`src/rtl/cache_pkg.sv`:
```
// Shared widths, address slicing helpers and flush-FSM encoding for the
// direct-mapped cache store.
package cache_pkg;

  localparam int DEF_INDEX_W = 4;
  localparam int DEF_DATA_W  = 32;
  localparam int DEF_ADDR_W  = 32;
  localparam int DEF_TAG_W   = DEF_ADDR_W - DEF_INDEX_W - 2;

  typedef enum logic [0:0] {
    ST_IDLE  = 1'b0,
    ST_SWEEP = 1'b1
  } flush_state_e;

  // Helpers take a widened address so any ADDR_W up to 64 can use them;
  // callers size-cast the result down to their own field width.
  function automatic logic [63:0] index_of(input logic [63:0] addr, input int unsigned index_w);
    return (addr >> 2) & ((64'd1 << index_w) - 64'd1);
  endfunction

  function automatic logic [63:0] tag_of(input logic [63:0] addr, input int unsigned index_w);
    return addr >> (index_w + 2);
  endfunction

endpackage

```
`src/rtl/sat_counter.sv`:
```
// 16-bit up counter that sticks at all-ones instead of wrapping.
module sat_counter (
  input  logic        clock,
  input  logic        reset,
  input  logic        inc,
  output logic [15:0] count
);

  logic [15:0] count_q;
  logic [15:0] count_d;

  always_comb begin
    count_d = count_q;
    if (inc && (count_q != 16'hFFFF)) begin
      count_d = count_q + 16'd1;
    end
  end

  always_ff @(posedge clock or posedge reset) begin
    if (reset) begin
      count_q <= 16'd0;
    end else begin
      count_q <= count_d;
    end
  end

  assign count = count_q;

endmodule

```
`src/rtl/cache_store.sv`:
```
// Direct-mapped, one-word-per-line cache storage with zero-latency lookup,
// background flush sweep and saturating hit/miss statistics.
module cache_store
  import cache_pkg::*;
#(
  parameter int INDEX_W = DEF_INDEX_W,
  parameter int DATA_W  = DEF_DATA_W,
  parameter int ADDR_W  = DEF_ADDR_W
) (
  input  logic              clock,
  input  logic              reset,
  input  logic [ADDR_W-1:0] addr,
  input  logic              read,
  input  logic              write,
  input  logic [DATA_W-1:0] wdata_cpu,
  input  logic [DATA_W-1:0] rdata_ram,
  input  logic              update_tag,
  input  logic              update_cache,
  input  logic              flush,
  output logic              hit,
  output logic [DATA_W-1:0] rdata,
  output logic              busy,
  output logic [15:0]       hit_count,
  output logic [15:0]       miss_count
);

  localparam int TAG_W = ADDR_W - INDEX_W - 2;
  localparam int LINES = 1 << INDEX_W;

  logic [INDEX_W-1:0] index;
  logic [TAG_W-1:0]   tag;

  assign index = INDEX_W'(index_of(64'(addr), INDEX_W));
  assign tag   = TAG_W'(tag_of(64'(addr), INDEX_W));

  // Tag and data arrays carry no reset; only valid bits are cleared.
  logic [TAG_W-1:0]  tag_q  [LINES];
  logic [DATA_W-1:0] data_q [LINES];

  flush_state_e       state_q, state_d;
  logic [LINES-1:0]   valid_q, valid_d;
  logic [INDEX_W-1:0] ptr_q, ptr_d;
  logic               req_prev_q, req_prev_d;
  logic               strobe_q, strobe_d;

  logic              req;
  logic              cache_en;
  logic              tag_we;
  logic              data_we;
  logic [DATA_W-1:0] data_wval;

  assign req      = read | write;
  assign cache_en = update_cache & req;
  assign busy     = (state_q == ST_SWEEP);

  always_comb begin
    state_d   = state_q;
    valid_d   = valid_q;
    ptr_d     = ptr_q;
    tag_we    = 1'b0;
    data_we   = 1'b0;
    data_wval = wdata_cpu;
    case (state_q)
      ST_IDLE: begin
        // A fresh tag invalidates the line unless the fill lands on the same edge.
        if (update_tag) begin
          tag_we         = 1'b1;
          valid_d[index] = cache_en;
        end else if (cache_en && read) begin
          valid_d[index] = 1'b1;
        end
        if (cache_en) begin
          data_we   = 1'b1;
          data_wval = read ? rdata_ram : wdata_cpu;
        end
        if (flush && !req) begin
          state_d = ST_SWEEP;
          ptr_d   = '0;
        end
      end
      ST_SWEEP: begin
        valid_d[ptr_q] = 1'b0;
        ptr_d          = ptr_q + INDEX_W'(1);
        if (ptr_q == '1) begin
          state_d = ST_IDLE;
        end
      end
      default: state_d = ST_IDLE;
    endcase
  end

  // A lookup is counted one edge after the request rises.
  assign req_prev_d = req;
  assign strobe_d   = req & ~req_prev_q;

  always_ff @(posedge clock or posedge reset) begin
    if (reset) begin
      state_q    <= ST_IDLE;
      valid_q    <= '0;
      ptr_q      <= '0;
      req_prev_q <= 1'b0;
      strobe_q   <= 1'b0;
    end else begin
      state_q    <= state_d;
      valid_q    <= valid_d;
      ptr_q      <= ptr_d;
      req_prev_q <= req_prev_d;
      strobe_q   <= strobe_d;
    end
  end

  always_ff @(posedge clock) begin
    if (tag_we) begin
      tag_q[index] <= tag;
    end
    if (data_we) begin
      data_q[index] <= data_wval;
    end
  end

  assign hit   = valid_q[index] && (tag_q[index] == tag) && !busy;
  assign rdata = data_q[index];

  sat_counter u_hit_cnt (
    .clock (clock),
    .reset (reset),
    .inc   (strobe_q & hit),
    .count (hit_count)
  );

  sat_counter u_miss_cnt (
    .clock (clock),
    .reset (reset),
    .inc   (strobe_q & ~hit),
    .count (miss_count)
  );

endmodule
```
`config.mk`:
```
export PLATFORM = sky130hd
export DESIGN_NAME = cache_store
export DESIGN_NICKNAME = d
export VERILOG_FILES = /design/src/rtl/cache_pkg.sv /design/src/rtl/sat_counter.sv /design/src/rtl/cache_store.sv
export SDC_FILE = /design/constraint.sdc
export NUM_CORES = 1
export LEC_CHECK = 0
export CAP_MARGIN = 20
export CORE_MARGIN = 1.5
export CORE_UTILIZATION = 50
export CTS_BUF_LIST = sky130_fd_sc_hd__clkbuf_2 sky130_fd_sc_hd__clkbuf_4 sky130_fd_sc_hd__clkbuf_8
export DETAILED_ROUTE_END_ITERATION = 6
export PLACE_DENSITY = 0.77
export SKIP_LAST_GASP = 1
export SYNTH_ARGS = -nofsm -noshare
export SYNTH_HDL_FRONTEND = slang
export SYNTH_SLANG_ARGS = --single-unit
```
`constraint.sdc`:
```
create_clock -name clock -period 7.58 [get_ports clock]
set_input_delay 2.274 -clock clock [delete_from_list [all_inputs] [get_ports clock]]
set_output_delay 2.274 -clock clock [all_outputs]
set_load 0.01 [all_outputs]
```
# Word level (Yosys, flattened, before mapping)
# Memories as Yosys holds them, arrays and structs flattened.
# Index checks and enable logic that the tools add are counted.
dict set report word_totals {
  ff_bits 55
  latchBits 0
  ram_bits 928
  mem_bits_ro 0
  input_bits 103
  output_inout_bits 66
  word_cells 69
  mem_count 2
}
dict set report classes {
  add_sub_neg 3
  n_mul 0
  n_div 0
  magnitude_cmp 4
  n_eq_ne 6
  n_shift 0
  n_mux 26
  bitwise 11
  n_reduce_logical 10
}
# memory depth width read_ports rd_ports_with_merged_regs wr line_no
set memory_table {}
lappend memory_table {data_q 16 32 1 0 1 cache_store.sv:38} ;# logic [DATA_W-1:0] data_q [LINES];
lappend memory_table {tag_q 16 26 1 0 1 cache_store.sv:37} ;# logic [TAG_W-1:0] tag_q [LINES];
# cell n
set op_table {}
lappend op_table {{2-to-1 mux 32 bit} 3}
lappend op_table {{adder 16 x 1 -> 16 bit, second input constant} 2}
lappend op_table {{2-to-1 mux 16 bit} 2}
lappend op_table {{inequality test 16 bit, second input constant} 2}
lappend op_table {{one-hot mux 16 bit (2 select lines)} 1}
lappend op_table {{== test 26 bit} 1}
lappend op_table {{AND 16 bit} 1}
lappend op_table {{bitwise mux 16 bit} 1}
lappend op_table {{inverter 16 bit} 1}
lappend op_table {{bitwise OR 16 bit} 1}
lappend op_table {{2-to-1 mux 1 bit} 13}
lappend op_table {{less-than comparator 4 x 5 -> 1 bit, second input constant} 2}
lappend op_table {{demux 1 bit (select 4 bit)} 2}
lappend op_table {{>= comparator 4 x 1 -> 1 bit, second input constant} 2}
lappend op_table {{logical AND 1 bit} 8}
lappend op_table {{one-hot mux 4 bit (2 select lines)} 1}
lappend op_table {{adder 4 x 1 -> 4 bit, second input constant} 1}
lappend op_table {{AND 1 bit} 4}
lappend op_table {{binary-select mux 1 bit (select 4 bit)} 1}
lappend op_table {{== test 4 bit, second input constant} 1}
lappend op_table {{2-to-1 mux 4 bit} 1}
lappend op_table {{inequality test 3 bit, second input constant} 1}
lappend op_table {{inverter 1 bit} 3}
lappend op_table {{zero test 1 bit} 2}
lappend op_table {{other kinds (3)} 3}

# Depth between registers and ports, before layout
# Gate-level depths: netlist of run 1.
dict set report depth {
  ltp_word 8
  depth_mapped 16
  mapped_depth_nobuf 9
}

# Modules after synthesis
# A second synthesis of run 1 with hierarchy kept.
dict set report hier_totals {
  hier_cells 1853
  area_unflattened_um2 39118.8
}
# mod instances cells_each area_each_um2 seq_area_each_um2
set by_module_without_submodules {}
lappend by_module_without_submodules {cache_store 1 1711 37507.2 28442.3}
lappend by_module_without_submodules {sat_counter 2 71 805.8 400.4}

# Least setup slack after synthesis of run 1
# No wires, ideal clock.
dict set report synth_path {
  path_type {input to output}
  start {in addr[2]}
  end {out rdata[0]}
  arrival_ns 4.969
  required_ns 5.306
  path_slack_ns 0.337
  stages 9
  path_buffers 7
  cell_sequence {buf_4 > buf_4 > buf_6 > buf_6 > buf_2 > buf_2 > buf_1 > mux4_2 > mux4_2}
}
dict set report synth_via {
  elab_chain_len 1
}
# element line_no
set synth_lines {}
lappend synth_lines {{from (decl)} cache_store.sv:12} ;# input logic [ADDR_W-1:0] addr,
lappend synth_lines {{memory read (16 x 32 bit)} -}
lappend synth_lines {{to (decl)} cache_store.sv:21} ;# output logic [DATA_W-1:0] rdata,
# No other way between the ends.

# Worst setup path in the final report of run 1
dict set report layout_path {
  start {in addr[2]}
  end {out rdata[21]}
}
# Same word-level chain as after synthesis.

==> results_tabular.tex, run 1 <==
\begin{tabular}{lr}
\hline
Metric & Value \\
\hline
\multicolumn{2}{l}{\textbf{Die}} \\
Core outline area & 77500 um2 \\
Die area & 79800 um2 \\
I/O pin cnt & 169 \\
Number of rows created at floorplan & 102 \\
Starting density of the core & 0.504 \\
Width of the chip & 283 um \\
Die outline height & 283 um \\
\multicolumn{2}{l}{\textbf{Placement}} \\
DP Worst Slack & -0.167 ns \\
GPL Wtd Cong & 0.886 \\
Sum of net half-perimeters after detailed placement & 52900 um \\
Number of I/O port buffers & 166 \\
\multicolumn{2}{l}{\textbf{Synth}} \\
Average footprint of a synthesized cell & 20.9 um2 \\
XOR/XNOR share of the synthesized area & 0.0128 \\
Number of distinct library cells after synthesis & 63 \\
Basic-gate share of the synthesized area counting and, or, nand and nor cells & 0.0257 \\
Synth Register Bits & 983 \\
Library cell with the highest instance count after synthesis & edfxtp\_1 \\
Share of synthesized flip-flops with an asynchronous set or reset & 0.0560 \\
Cell area after technology mapping & 39100 um2 \\
Post-Synth Adder-Cell Area & 0.00192 \\
Synth Net Count & 1979 \\
Synth cell count leaders & edfxtp\_1, mux4\_2, mux2i\_1, nor2\_1, dfrtp\_1 \\
Dominant combinational cell family by area after synthesis & multiplexers \\
Mapped Cells & 1870 \\
Warnings from Yosys & 0 \\
Prevailing post-synth register cell & edfxtp\_1 \\
Portion of netlist area occupied by mux cells & 0.172 \\
Ranking of synthesized cells by area & edfxtp\_1, mux4\_2, dfrtp\_1 \\
Most area-hungry cell type in the Yosys netlist & edfxtp\_1 \\
Sequential area share after synthesis & 0.748 \\
Portion of synthesized cell area occupied by the leading cell type & 0.713 \\
Fraction of the mapped netlist area in compound gates & 0.0242 \\
EDFF count, synth & 928 \\
\multicolumn{2}{l}{\textbf{Power and ir drop}} \\
Worst voltage drop across the vdd grid & 0.161 mV \\
Power dissipated by switching net loads & 2660 uW \\
Static power due to leakage & 0.0151 uW \\
Relative contribution of combinational cells to total power & 0.083 \\
Clk network pwr share & 0.381 \\
Cell-internal power & 8860 uW \\
Power density over cell area & 250 nW/um2 \\
Design Power & 11500 uW \\
Sequential power share & 0.536 \\
Switching part of the total & 0.231 \\
\multicolumn{2}{l}{\textbf{Global route}} \\
Pin count of the biggest net entering global routing & 57 \\
Number of antenna violations at the first check in global routing & 2 \\
Global Route Usage Sum & 0.230 \\
Number of global-route vias before repair & 21400 \\
Wire length of the first global-routing pass & 133000 um \\
Aggregate global routing overflow & 0 \\
\multicolumn{2}{l}{\textbf{STA}} \\
Slew @ Worst Pin & 1.06 ns \\
Min setup slack post-route & 0.240 ns \\
Final Slew Violations & 0 \\
Final clock skew & 0.0483 ns \\
RSZ-0062 raised after global routing & no \\
Highest attainable clock frequency & 136 MHz \\
Finish-stage setup viols & 0 \\
Fin crit share & 0.968 \\
Final sum of negative setup slack & 0 ns \\
Number of failing hold endpoints at the final stage & 0 \\
Shortest period the worst path allows & 7.34 ns \\
Rel. slew slack & 0.291 \\
\multicolumn{2}{l}{\textbf{Clock tree}} \\
Clock Pin Slew Worst Setup and Hold Paths & 0.06 ns \\
Clock tree sinks & 983 \\
Clk root buf & clkbuf\_8 \\
Post-cts hold buffer count & 0 \\
H-tree depth & 4 \\
Max clock buf depth & 3 \\
Source-to-sink clock delay at the later pin of the worst-skew pair & 0.82 ns \\
Clock tree from TritonCTS & yes \\
Clock buffers created by TritonCTS & 152 \\
\multicolumn{2}{l}{\textbf{Drt}} \\
Routed length per placed instance & 26.4 um \\
Detailed-routing iteration count for the pre-antenna-repair pass & 6 \\
Residual DRC count & 0 \\
Sum of routed wire length over all layers & 89800 um \\
Via count of the routed design & 20500 \\
Antenna-violating nets left & 0 \\
Initial DRC Count & 2267 \\
Per-cell via count in the routed design & 6.02 \\
\multicolumn{2}{l}{\textbf{Final layout}} \\
Number of nets in the finished design & 2353 \\
\# fillers & 5359 \\
Syn-to-layout area delta & 17.9\% \\
Antenna cell count & 0 \\
Final design utilization & 0.595 \\
Fraction of final layout cells with drive strength greater than 1 & 0.303 \\
\multicolumn{2}{l}{\textbf{Flow run}} \\
Max-capacitance violation count & 0 \\
\multicolumn{2}{l}{\textbf{Critical path}} \\
Endpoint arrival time on the critical path & 5.07 ns \\
Setup crit start kind & primary input \\
Kind of critical path & in2out \\
Maximum fanout encountered on the critical timing path & 24 \\
WP data required & 5.31 ns \\
Worst setup EP type & primary output \\
\multicolumn{2}{l}{\textbf{Hold path}} \\
Type of the tightest min-delay check & reg2reg \\
\multicolumn{2}{l}{\textbf{Status}} \\
Result of the run & complete, no violations \\
\hline
\end{tabular}
## cells by family (layout without fill, tap and decap cells)
group,after synthesis,in the layout
flip-flops,983,983
buffers and inverters,114,602
adder cells (fa/ha/maj),6,6
AND/OR/NAND/NOR,209,209
XOR/XNOR,57,57
multiplexers,368,368
AO/OA/AOI/OAI,133,133
## cell usage in the layout (no fill, tap or decap), types with 4 or more instances in the layout
master / synthesis / final
o22ai_1: 25 / 25
nor2b_1: 6 / 6
o21ai_0: 26 / 25
mux4_2: 237 / 237
and3_1: 6 / 6
inv_8: 0 / 4
clkdlybuf4s50_1: 0 / 161
mux2i_1: 84 / 83
a21oi_1: 7 / 7
a31oi_1: 5 / 5
nor3_1: 17 / 13
xor2_1: 25 / 25
nand2b_1: 5 / 4
buf_12: 1 / 12
nor4_1: 5 / 5
xnor2_1: 32 / 32
nor3_2: 0 / 4
nor2_4: 0 / 28
bufinv_16: 0 / 6
nand4_1: 16 / 16
mux2_2: 46 / 46
buf_4: 4 / 126
nand2_1: 52 / 51
edfxtp_1: 928 / 928
ha_1: 6 / 6
nand3_1: 24 / 24
clkbuf_4: 0 / 45
clkbuf_8: 0 / 154
clkinv_1: 1 / 32
clkinv_2: 0 / 18
inv_1: 24 / 23
dfrtp_1: 55 / 55
a22oi_1: 12 / 12
nor3b_1: 4 / 4
a221oi_1: 8 / 7
clkinvlp_4: 0 / 5
nor2_1: 60 / 32
o221ai_1: 5 / 5
a22o_1: 10 / 10
## what timing repair did
item	CTS	global route
setup endpoints to repair	7	0
buffers inserted	0	0
resized for setup	13	0
## layout make-up
cell class / instances / area [um2] / area share
flip-flops and latches: 983 / 29200 / 0.634
multi-input cells: 773 / 9500 / 0.206
clock inverters: 70 / 559 / 0.0121
well taps: 1040 / 1300 / 0.0282
clock buffers: 198 / 2440 / 0.0530
repair buffers: 307 / 2940 / 0.0637
inverters: 27 / 104 / 0.00225
## registers in the layout (all words and copies together) (netlist names)
name              cells
strobe_q              1
ptr_q                 4
valid_q              16
req_prev_q            1
u_miss_cnt.count     16
data_q              512
tag_q               416
u_hit_cnt.count      16
busy                  1
## power by group through the flow
stage               clock, uW  combinational (uW)  sequential, uW
floorplan                   0                 534            6260
global placement            0                 909            6260
detailed placement          0                 946            6280
CTS                      4460                 955            6170
global route             4700                1030            6170
finish                   4390                 957            6170
## final timing paths
check | start | to | slack (ns) | cells past startpoint
max in group asynchronous | reset | valid_q[11] | 5.30 | 3
min in group asynchronous | reset | u_hit_cnt.count[10] | 1.74 | 2
hold / removal | req_prev_q | strobe_q | 0.41 | 1
setup / recovery | addr[2] | rdata[21] | 0.24 | 7
setup reg to reg | tag_q[10][23] | u_hit_cnt.count[1] | 4.00 | 12
hold reg to reg | req_prev_q | strobe_q | 0.41 | 1
## through the flow
stage	hold WS, ns	cell area, um2	instances
after floorplan	0.378	39100	1870
after global placement	0.389	43000	3127
after detailed placement	0.401	43000	3127
after CTS	0.407	46000	3396
after global routing	0.408	46100	3398
final	0.413	46100	3398
## per-layer routing
| metal | vias up | routed length (um) | global-route usage | share of wire |
|---|---|---|---|---|
| met1 | 10600 | 34600 | 0.307 | 0.39 |
| li1 | 8560 | - | - | - |
| met2 | 1087 | 45000 | 0.376 | 0.50 |
| met4 | 4 | 2350 | 0.0853 | 0.026 |
| met3 | 169 | 7830 | 0.0478 | 0.087 |
| met5 | - | 27 | 0 | 0.00030 |
## worst max-delay path, stage by stage
cell and delay [ns]:
buf_12 0.19, buf_16 0.20, buf_6 0.27, buf_4 0.47, mux4_2 0.58, mux4_2 0.53, clkdlybuf4s50_1 0.51
No activity file was read; power rests on OpenSTA's default activity.
==> run 2, diff against run 1 <==
Settings changed: HOLD_SLACK_MARGIN set to 0.1.
==> results of run 2 <==
Same layout as run 1: the final DEF is identical, and so are final timing and power.
==> run 3, diff against run 2 <==
Settings changed: CORE_UTILIZATION 50 to 25, PLACE_DENSITY 0.77 to 0.5.
Clock period 7.58 ns to 5.89 ns, I/O delays scaled along.
==> run 3 against run 2 <==
Compared with the run above: the flow now finishes with violations (setup timing); via count grew 0.33%; sequential share of layout area shrank 3.8 points; critical path depth grew 4; global-route usage shrank 9.7 points; utilization shrank 28 points; largest cell class unchanged; combinational power grew 46%; clock power grew 34%; largest power group unchanged.
==> results_tabular.tex, run 3 (synthesized netlist as in run 1, its figures left out) <==
\begin{tabular}{lr}
\hline
Metric & Value \\
\hline
\multicolumn{2}{l}{\textbf{Clock tree}} \\
Clock tree sinks & 983 \\
Source-to-sink clock delay at the later pin of the worst-skew pair & 0.88 ns \\
Clk root buf & clkbuf\_8 \\
Clock Pin Slew Worst Setup and Hold Paths & 0.06 ns \\
Clock buffers created by TritonCTS & 160 \\
Clock tree from TritonCTS & yes \\
H-tree depth & 4 \\
Max clock buf depth & 3 \\
\multicolumn{2}{l}{\textbf{Hold path}} \\
Worst Hold End & strobe\_q \\
Hold path depth & 1 \\
Hold path startpoint & req\_prev\_q \\
Type of the tightest min-delay check & reg2reg \\
\multicolumn{2}{l}{\textbf{Final layout}} \\
Most used cells in the layout excluding fill and tap cells & edfxtp\_1, mux4\_2, buf\_4 \\
Footprint of the flip-flops and latches & 29200 um2 \\
Number of nets in the finished design & 2461 \\
Most common library cell in the layout ignoring fill and taps & edfxtp\_1 \\
Largest registers ranked by flip-flop count & data\_q x512, tag\_q x416 \\
\# fillers & 15000 \\
Syn-to-layout area delta & 25.4\% \\
Number of flip-flops under the largest register name & 512 \\
Area occupied by multi-input gates & 9690 um2 \\
Fraction of final layout cells with drive strength greater than 1 & 0.346 \\
Most flop-heavy register & data\_q \\
\multicolumn{2}{l}{\textbf{STA}} \\
Final clock skew & 0.0476 ns \\
Final sum of negative setup slack & -2.99 ns \\
Finish-stage setup viols & 15 \\
Shortest period the worst path allows & 6.23 ns \\
Highest attainable clock frequency & 161 MHz \\
RSZ-0062 raised after global routing & yes \\
Rel. slew slack & 0.426 \\
Slew @ Worst Pin & 0.861 ns \\
Fin crit share & 1.06 \\
Number of failing hold endpoints at the final stage & 0 \\
Min setup slack post-route & -0.337 ns \\
Final Slew Violations & 0 \\
\multicolumn{2}{l}{\textbf{Critical path}} \\
Worst setup startpoint & addr[2] \\
Setup crit start kind & primary input \\
Maximum fanout encountered on the critical timing path & 5 \\
Worst R2R Setup Slack & 2.15 ns \\
Endpoint arrival time on the critical path & 4.46 ns \\
Kind of critical path & in2out \\
Critical register-to-register path startpoint & tag\_q[3][23] \\
WP data required & 4.12 ns \\
Terminus of the critical flop-to-flop path & u\_hit\_cnt.count[1] \\
Number of cell instances on the worst register-to-register path & 13 \\
Worst setup EP type & primary output \\
\multicolumn{2}{l}{\textbf{Die}} \\
Die outline height & 398 um \\
Core outline area & 155000 um2 \\
Number of rows created at floorplan & 144 \\
I/O pin cnt & 169 \\
Die area & 159000 um2 \\
Starting density of the core & 0.253 \\
Width of the chip & 398 um \\
\multicolumn{2}{l}{\textbf{Drt}} \\
Antenna-violating nets left & 0 \\
Initial DRC Count & 1716 \\
Per-cell via count in the routed design & 4.54 \\
Sum of routed wire length over all layers & 106000 um \\
Detailed-routing iteration count for the pre-antenna-repair pass & 5 \\
Routed length per placed instance & 23.5 um \\
Via count of the routed design & 20500 \\
Residual DRC count & 0 \\
\multicolumn{2}{l}{\textbf{Global route}} \\
Number of antenna violations at the first check in global routing & 5 \\
Global Route Usage Sum & 0.133 \\
Aggregate global routing overflow & 0 \\
Wire length of the first global-routing pass & 153000 um \\
Number of global-route vias before repair & 22000 \\
Pin count of the biggest net entering global routing & 57 \\
\multicolumn{2}{l}{\textbf{Power and ir drop}} \\
Static power due to leakage & 0.0159 uW \\
Power density over cell area & 310 nW/um2 \\
Worst voltage drop across the vdd grid & 0.211 mV \\
\multicolumn{2}{l}{\textbf{Placement}} \\
DP Worst Slack & -1.22 ns \\
Sum of net half-perimeters after detailed placement & 62200 um \\
GPL Wtd Cong & 0.831 \\
Number of I/O port buffers & 166 \\
\multicolumn{2}{l}{\textbf{Status}} \\
Result of the run & finished, violations left \\
Violated checks & setup timing \\
\multicolumn{2}{l}{\textbf{Flow run}} \\
Max-capacitance violation count & 0 \\
\hline
\end{tabular}
-- run 3: report_power, final --
| part | leakage, uW | internal (uW) | switching (uW) |
|---|---|---|---|
| combinational | 0.00525 | 638 | 758 |
| clock | 0.00165 | 3130 | 2730 |
| sequential | 0.00903 | 7840 | 90.3 |
-- run 3: worst max path at each step --
stage | endpoint | slack (ns)
2_1_floorplan | data_q[3][0] | -0.29
3_3_place_gp | hit | -1.23
3_5_place_dp | hit | -1.22
4_1_cts | hit | -0.41
5_1_grt | hit | -0.38
6_report | hit | -0.34
-- run 3: per-layer routing --
layer,track usage,routed length [um]
met5,0,24
met4,0.0352,1970
met3,0.0308,5660
met2,0.219,51600
met1,0.177,47000
-- run 3: timing repair --
item	4_1_cts	5_1_grt
resized for setup	86	23
hold buffers	0	0
cloned	11	0
pin swaps	21	12
buffers inserted	11	0
endpoints found under the setup margin	33	22
-- run 3: worst max-delay path, stage by stage --
cell      delay (ns)
buf_16          0.13
buf_4           0.13
mux4_2          0.50
mux2_2          0.31
a32oi_2         0.25
o311ai_1        0.14
nor3_1          0.21
nand4b_1        0.17
nor4b_4         0.53
buf_4           0.21
buf_6           0.10
-- run 3: per-stage QoR --
stage / util / hold WS (ns) / std cells / total power [uW] / area (um2)
after global routing: 0.317 / 0.473 / 4518 / 15800 / 49000
after CTS: 0.316 / 0.451 / 4516 / 15400 / 48900
after floorplan: - / 0.378 / 1870 / 8740 / 39100
after detailed placement: 0.292 / 0.451 / 4213 / 9400 / 45100
final: 0.317 / 0.464 / 4519 / 15200 / 49000
after global placement: 0.292 / 0.453 / 4213 / 9360 / 45100
-- run 3: area by class of cell --
cell class / instances / area share
sequential: 983 / 0.597
multi-input combinational: 773 / 0.198
timing repair buffer: 407 / 0.0870
clock buffer: 219 / 0.0546
tap: 2044 / 0.0522
clock inverter: 62 / 0.00904
inverter: 27 / 0.00212
antenna: 4 / 0.000204
